$ cat config.mk
export PLATFORM = sky130hd
export DESIGN_NAME = partoserial
export DESIGN_NICKNAME = d
export VERILOG_FILES = /design/src/rtl/partoserial.sv
export SDC_FILE = /design/constraint.sdc
export NUM_CORES = 1
export LEC_CHECK = 0
export BUFFER_PORTS_ARGS = -buffer_cell sky130_fd_sc_hd__buf_2
export CORE_ASPECT_RATIO = 0.75
export CORE_MARGIN = 2
export CORE_UTILIZATION = 54
export CTS_CLUSTER_DIAMETER = 120
export DETAILED_ROUTE_END_ITERATION = 10
export HOLD_SLACK_MARGIN = 0.02
export MAX_ROUTING_LAYER = met4
export PLACE_DENSITY = 0.76
export SLEW_MARGIN = 5
export SYNTH_ARGS = -nofsm -noshare
export SYNTH_HDL_FRONTEND = slang
export SYNTH_SLANG_ARGS = --single-unit
$ cat constraint.sdc
create_clock -name clk_8f -period 2.1 [get_ports clk_8f]
set_clock_uncertainty 0.15 [all_clocks]
set_input_delay 0.105 -clock clk_8f [delete_from_list [all_inputs] [get_ports clk_8f]]
set_output_delay 0.105 -clock clk_8f [all_outputs]
set_load 0.01 [all_outputs]
$ cat src/rtl/partoserial.sv
// Parallel-to-serial transmitter: 8-bit words out MSB-first on clk_8f, comma fill when idle,
// with a post-reset comma burst so the far-end receiver can lock before data flows.
module partoserial #(
  parameter logic [7:0]  COMMA       = 8'hBC,
  parameter int unsigned SYNC_COMMAS = 4
) (
  input  logic       clk_8f,
  input  logic       reset_L,
  input  logic [7:0] data_par,
  input  logic       valid_par,
  output logic       ready_par,
  output logic       out,
  output logic       active,
  output logic       comma_err
);

  typedef enum logic [0:0] {StSync, StActive} state_e;

  localparam logic [3:0] LastComma = 4'(SYNC_COMMAS - 1);

  state_e     state_q, state_d;
  logic [2:0] bit_cnt_q;
  logic [3:0] comma_cnt_q, comma_cnt_d;
  logic [7:0] shift_q, shift_d;
  logic [7:0] hold_q;
  logic       hold_full_q, hold_full_d;
  logic       comma_err_q;
  logic       boundary;
  logic       accept;
  logic       unload;

  assign boundary = (bit_cnt_q == 3'd7);
  // ready_par depends only on the holding flop, so accept never races an unload
  assign accept   = valid_par && !hold_full_q;

  always_ff @(posedge clk_8f or negedge reset_L) begin
    if (!reset_L) begin
      state_q <= StSync;
    end else begin
      state_q <= state_d;
    end
  end

  always_comb begin
    state_d = state_q;
    if (state_q == StSync && boundary && comma_cnt_q == LastComma) begin
      state_d = StActive;
    end
  end

  always_comb begin
    shift_d     = {shift_q[6:0], 1'b0};
    comma_cnt_d = comma_cnt_q;
    unload      = 1'b0;
    if (boundary) begin
      unique case (state_q)
        StSync: begin
          shift_d     = COMMA;
          comma_cnt_d = comma_cnt_q + 4'd1;
        end
        StActive: begin
          if (hold_full_q) begin
            shift_d = hold_q;
            unload  = 1'b1;
          end else begin
            shift_d = COMMA;
          end
        end
        default: shift_d = COMMA;
      endcase
    end
    hold_full_d = hold_full_q;
    if (accept) begin
      hold_full_d = 1'b1;
    end else if (unload) begin
      hold_full_d = 1'b0;
    end
  end

  always_ff @(posedge clk_8f or negedge reset_L) begin
    if (!reset_L) begin
      bit_cnt_q   <= 3'd7;
      comma_cnt_q <= 4'd0;
      shift_q     <= 8'd0;
      hold_q      <= 8'd0;
      hold_full_q <= 1'b0;
      comma_err_q <= 1'b0;
    end else begin
      bit_cnt_q   <= bit_cnt_q + 3'd1;
      comma_cnt_q <= comma_cnt_d;
      shift_q     <= shift_d;
      hold_full_q <= hold_full_d;
      comma_err_q <= accept && (data_par == COMMA);
      if (accept) begin
        hold_q <= data_par;
      end
    end
  end

  assign out       = shift_q[7];
  assign ready_par = !hold_full_q;
  assign active    = (state_q == StActive);
  assign comma_err = comma_err_q;

endmodule

# == Word level (Yosys, flattened, before mapping) ==
# Index checks and enable logic that the tools add are counted.
# totals
ff_bits,26
input_bits,11
output_inout_bits,4
word_cells,28
# classes
add_sub_neg,2
n_eq_ne,3
mux,8
n_bitwise,1
n_reduce_logical,7
# ops
cell,n
8-bit two-way mux,2
8-bit case mux with 2 select lines,1
8-bit equality test (second input constant),1
1-bit two-way mux,5
4-bit by 1-bit adder with 4-bit output (second input constant),1
4-bit by 2-bit equality test with 1-bit output (second input constant),1
1-bit logical AND,4
3-bit by 1-bit adder with 3-bit output (second input constant),1
3-bit equality test (second input constant),1
2-bit AND reduction,1
2-bit nonzero test,1
1-bit zero test,1
1-bit NOT,1

# == Longest topological paths before layout ==
# depth
depth_word,5
ltp_mapped,5

# == Worst setup path before layout ==
# OpenSTA, ideal clock, no wires.
# synth_path
path_type,register to register
start,register bit_cnt_q[0]
end,register comma_cnt_q[1]
setup_time_ps,125
t_arrival_ps,1417
required_time_ps,1825
path_slack_ps,409
path_stages_with_launch,5
n_path_buf,0
synth_period_minus_slack_ps,1691
cell_sequence,dfstp_2 ha_1 ha_1 nor2b_4 mux2_2
# synth_via
elab_chain_len,2
# synth_lines
item,line,source
"start, declared",22,logic [2:0] bit_cnt_q;
"start signal, assigned",89,bit_cnt_q <= bit_cnt_q + 3'd1;
3-bit equality test,32,assign boundary = (bit_cnt_q == 3'd7);
2-bit AND reduction (no source line),-,
"end signal, assigned",90,comma_cnt_q <= comma_cnt_d;
"end, declared",23,"logic [3:0] comma_cnt_q, comma_cnt_d;"
# Every way passes these cells.
# A chain may end at the register's enable or synchronous reset.

# == Final worst setup path ==
# layout_path
start,register bit_cnt_q[0]
end,register comma_cnt_q[2]
# The elaborated chain is that of the path after synthesis.

==> impl_metrics.toml <==
[timing]
worst_slew_pin_slew_ns = 0.550
final.period_utilization_pct = 79.4
hold_viol = 0
slew_headroom_pct = 63.4
drv_slew = 0
rsz0062_at_grt = "no"
max_freq_mhz = 600
fin_crit_ns = 1.67
hold_ws_ns = 0.134
setup_tns_ns = 0
finalSetupViolations = 0

[logic_synthesis]
yosysSeqAreaShare_pct = 63.0
ys_seq_elements = 26
ys_types = 20
synth_top_flop_cell = "dfrtp_1"
syn_inst = 83
synth_edf_count = 0
synth_warnings = 0
synthArstFlopShare_pct = 100
syn_area_um2 = 1040
syn-mean-instance-area_um2 = 12.5
syn_nets = 98

[final_layout]
final_layout_size_suffix_gt1_share_pct = 28.8
final_common_cell = "dfrtp_1"
stdcell_count = 133
diodes = 0
final_cell_mix = "23 x dfrtp_1, 14 x nor2_1, 14 x buf_2, 10 x dlygate4sd3_1, 9 x mux2_2"
layout.nets = 127
areaGrowthSynthToFinish_pct = 21.4
fin_area_um2 = 1260
post-route-util_pct = 71.1

[die]
ios = 15
die_y_um = 42.0
num_rows = 13
fp.dieW_um = 54.6
core_area_um2 = 1770
dieArea_um2 = 2290
start_util_pct = 58.6

[clocking]
post_cts_buffers = 0
cts.sinks = 26
cts_resized = 0
htreeDepth = 1
cts_buffers = 3
clk_latency_ns = 0.32
root_buffer = "clkbuf_4"
hold_buffers = 10
cts_tree = "built"
cts.path.max_buffers = 2
clk_pin_slew_worst_paths_ns = 0.13

[power_and_ir_drop]
switchingPower_w = 0.000195
clockPowerShare_pct = 24.4
leakage_nw = 0.603
peakVddDrop_uv = 636
p_per_area_nw_per_um2 = 683
power.share.switching_pct = 22.6
combPwrFrac_pct = 10.9
power.internal_w = 0.000667
pwr-share-seq_pct = 64.8

[route]
drtPass1Iterations = 4
drc_errors = 0
wl_per_cell_um = 12.8
vias = 659
wirelength_um = 1710
ant_nets = 0
drt_iter0_drc = 7
viasPerCell = 4.95

[setup_path]
r2r_setup_slack_ns = 0.43
critical_path_class = "flop to flop"
end_kind = "flop"
worstPathRequired_ns = 2.20
cp_max_fo = 15
crit_arrival_ns = 1.77
startpoint_type = "flop"
r2r-start = "bit_cnt_q[0]"
worst_r2r_endpoint = "comma_cnt_q[2]"
reg2reg_depth = 6

[outcome]
outcome = "completed"

[placed_design]
dp_hpwl_um = 1160
gp_congestion = 0.728
io_buffers = 14
place_inst = 119
postPlaceCellArea_um2 = 1130

[global_route]
grt_pass1_wl_um = 3080
grt.total_usage_pct = 20.0
grt-ovfl-total = 0
grt_pass1_vias = 665
grt_max_degree = 27
antenna_found_initial = 0

[hold_path]
min_path_type = "input port to async pin"

[job]
max-cap-violations = 0
==> kinds of logic after synthesis <==
logic type	synth area share (%)
buffers and inverters	3.37
xor gates and xnor gates	2.53
DFF	63.0
AOI/OAI and AO/OA	4.94
and+or+nand+nor	11.6
adders and majority gates	4.82
muxes	9.76
==> power by group through the flow <==
stage / clock network (W) / logic [W] / registers [W]
final: 0.000210 / 0.0000935 / 0.000558
after CTS: 0.000217 / 0.0000945 / 0.000558
after global routing: 0.000245 / 0.000107 / 0.000562
after global placement: 0 / 0.0000770 / 0.000567
after detailed placement: 0 / 0.0000802 / 0.000568
after floorplan: 0 / 0.0000479 / 0.000564
==> synthesized netlist by cell type (2+ instances only) <==
cell type | instances | area [µm²]
a21oi_1 | 5 | 25.0
ha_1 | 4 | 50.1
xor2_1 | 2 | 17.5
dfrtp_1 | 23 | 576
nor2_1 | 14 | 52.6
o22ai_1 | 2 | 12.5
mux2_2 | 9 | 101
inv_1 | 5 | 18.8
nand2_1 | 6 | 22.5
dfstp_2 | 3 | 78.8
==> area by class of cell <==
type,instances,area [µm²]
timing repair buffer,26,185
sequential,26,654
inverter,5,18.8
clock buffer,4,26.3
fill,128,512
multi-input combinational,50,349
tap,22,27.5
==> metal layers <==
metal  vias to the layer above  part of all wire [%]  global-route usage, %  routed length, µm
met5                         -                     0                      -                  0
met2                        14                    47                   27.9                794
li1                        333                     -                      -                  -
met3                         4                   4.2                   7.50                 72
met1                       308                    47                   26.6                805
met4                         0                   1.8                   7.50                 31
==> sequential cells by signal, summed over array words and instances, names as in the netlist <==
name	count
bit_cnt_q	3
hold_full_q	1
hold_q	8
comma_err	1
active	1
shift_q	8
comma_cnt_q	4
==> critical path: stages, from the launching register on <==
cell and delay, ns:
dfstp_2 0.55, ha_1 0.16, ha_1 0.18, buf_4 0.20
nand2_1 0.09, nor2_1 0.11, xor2_1 0.16
==> worst max-delay path by stage <==
stage	from	to	slack, ns	cells after the start
after floorplan	bit_cnt_q[0]	comma_cnt_q[1]	0.41	4
after global placement	bit_cnt_q[0]	comma_cnt_q[1]	0.50	4
after detailed placement	bit_cnt_q[0]	comma_cnt_q[2]	0.44	6
after CTS	bit_cnt_q[0]	comma_cnt_q[2]	0.40	6
after global routing	bit_cnt_q[0]	comma_cnt_q[2]	0.31	6
final	bit_cnt_q[0]	comma_cnt_q[2]	0.43	6
==> through the flow <==
step / worst slack [ns] / total power (W)
floorplan: 0.409 / 0.000612
global placement: 0.497 / 0.000644
detailed placement: 0.438 / 0.000648
CTS: 0.403 / 0.000870
global route: 0.308 / 0.000914
finish: 0.434 / 0.000862
Note: power is estimated with default switching activity, not from simulation.
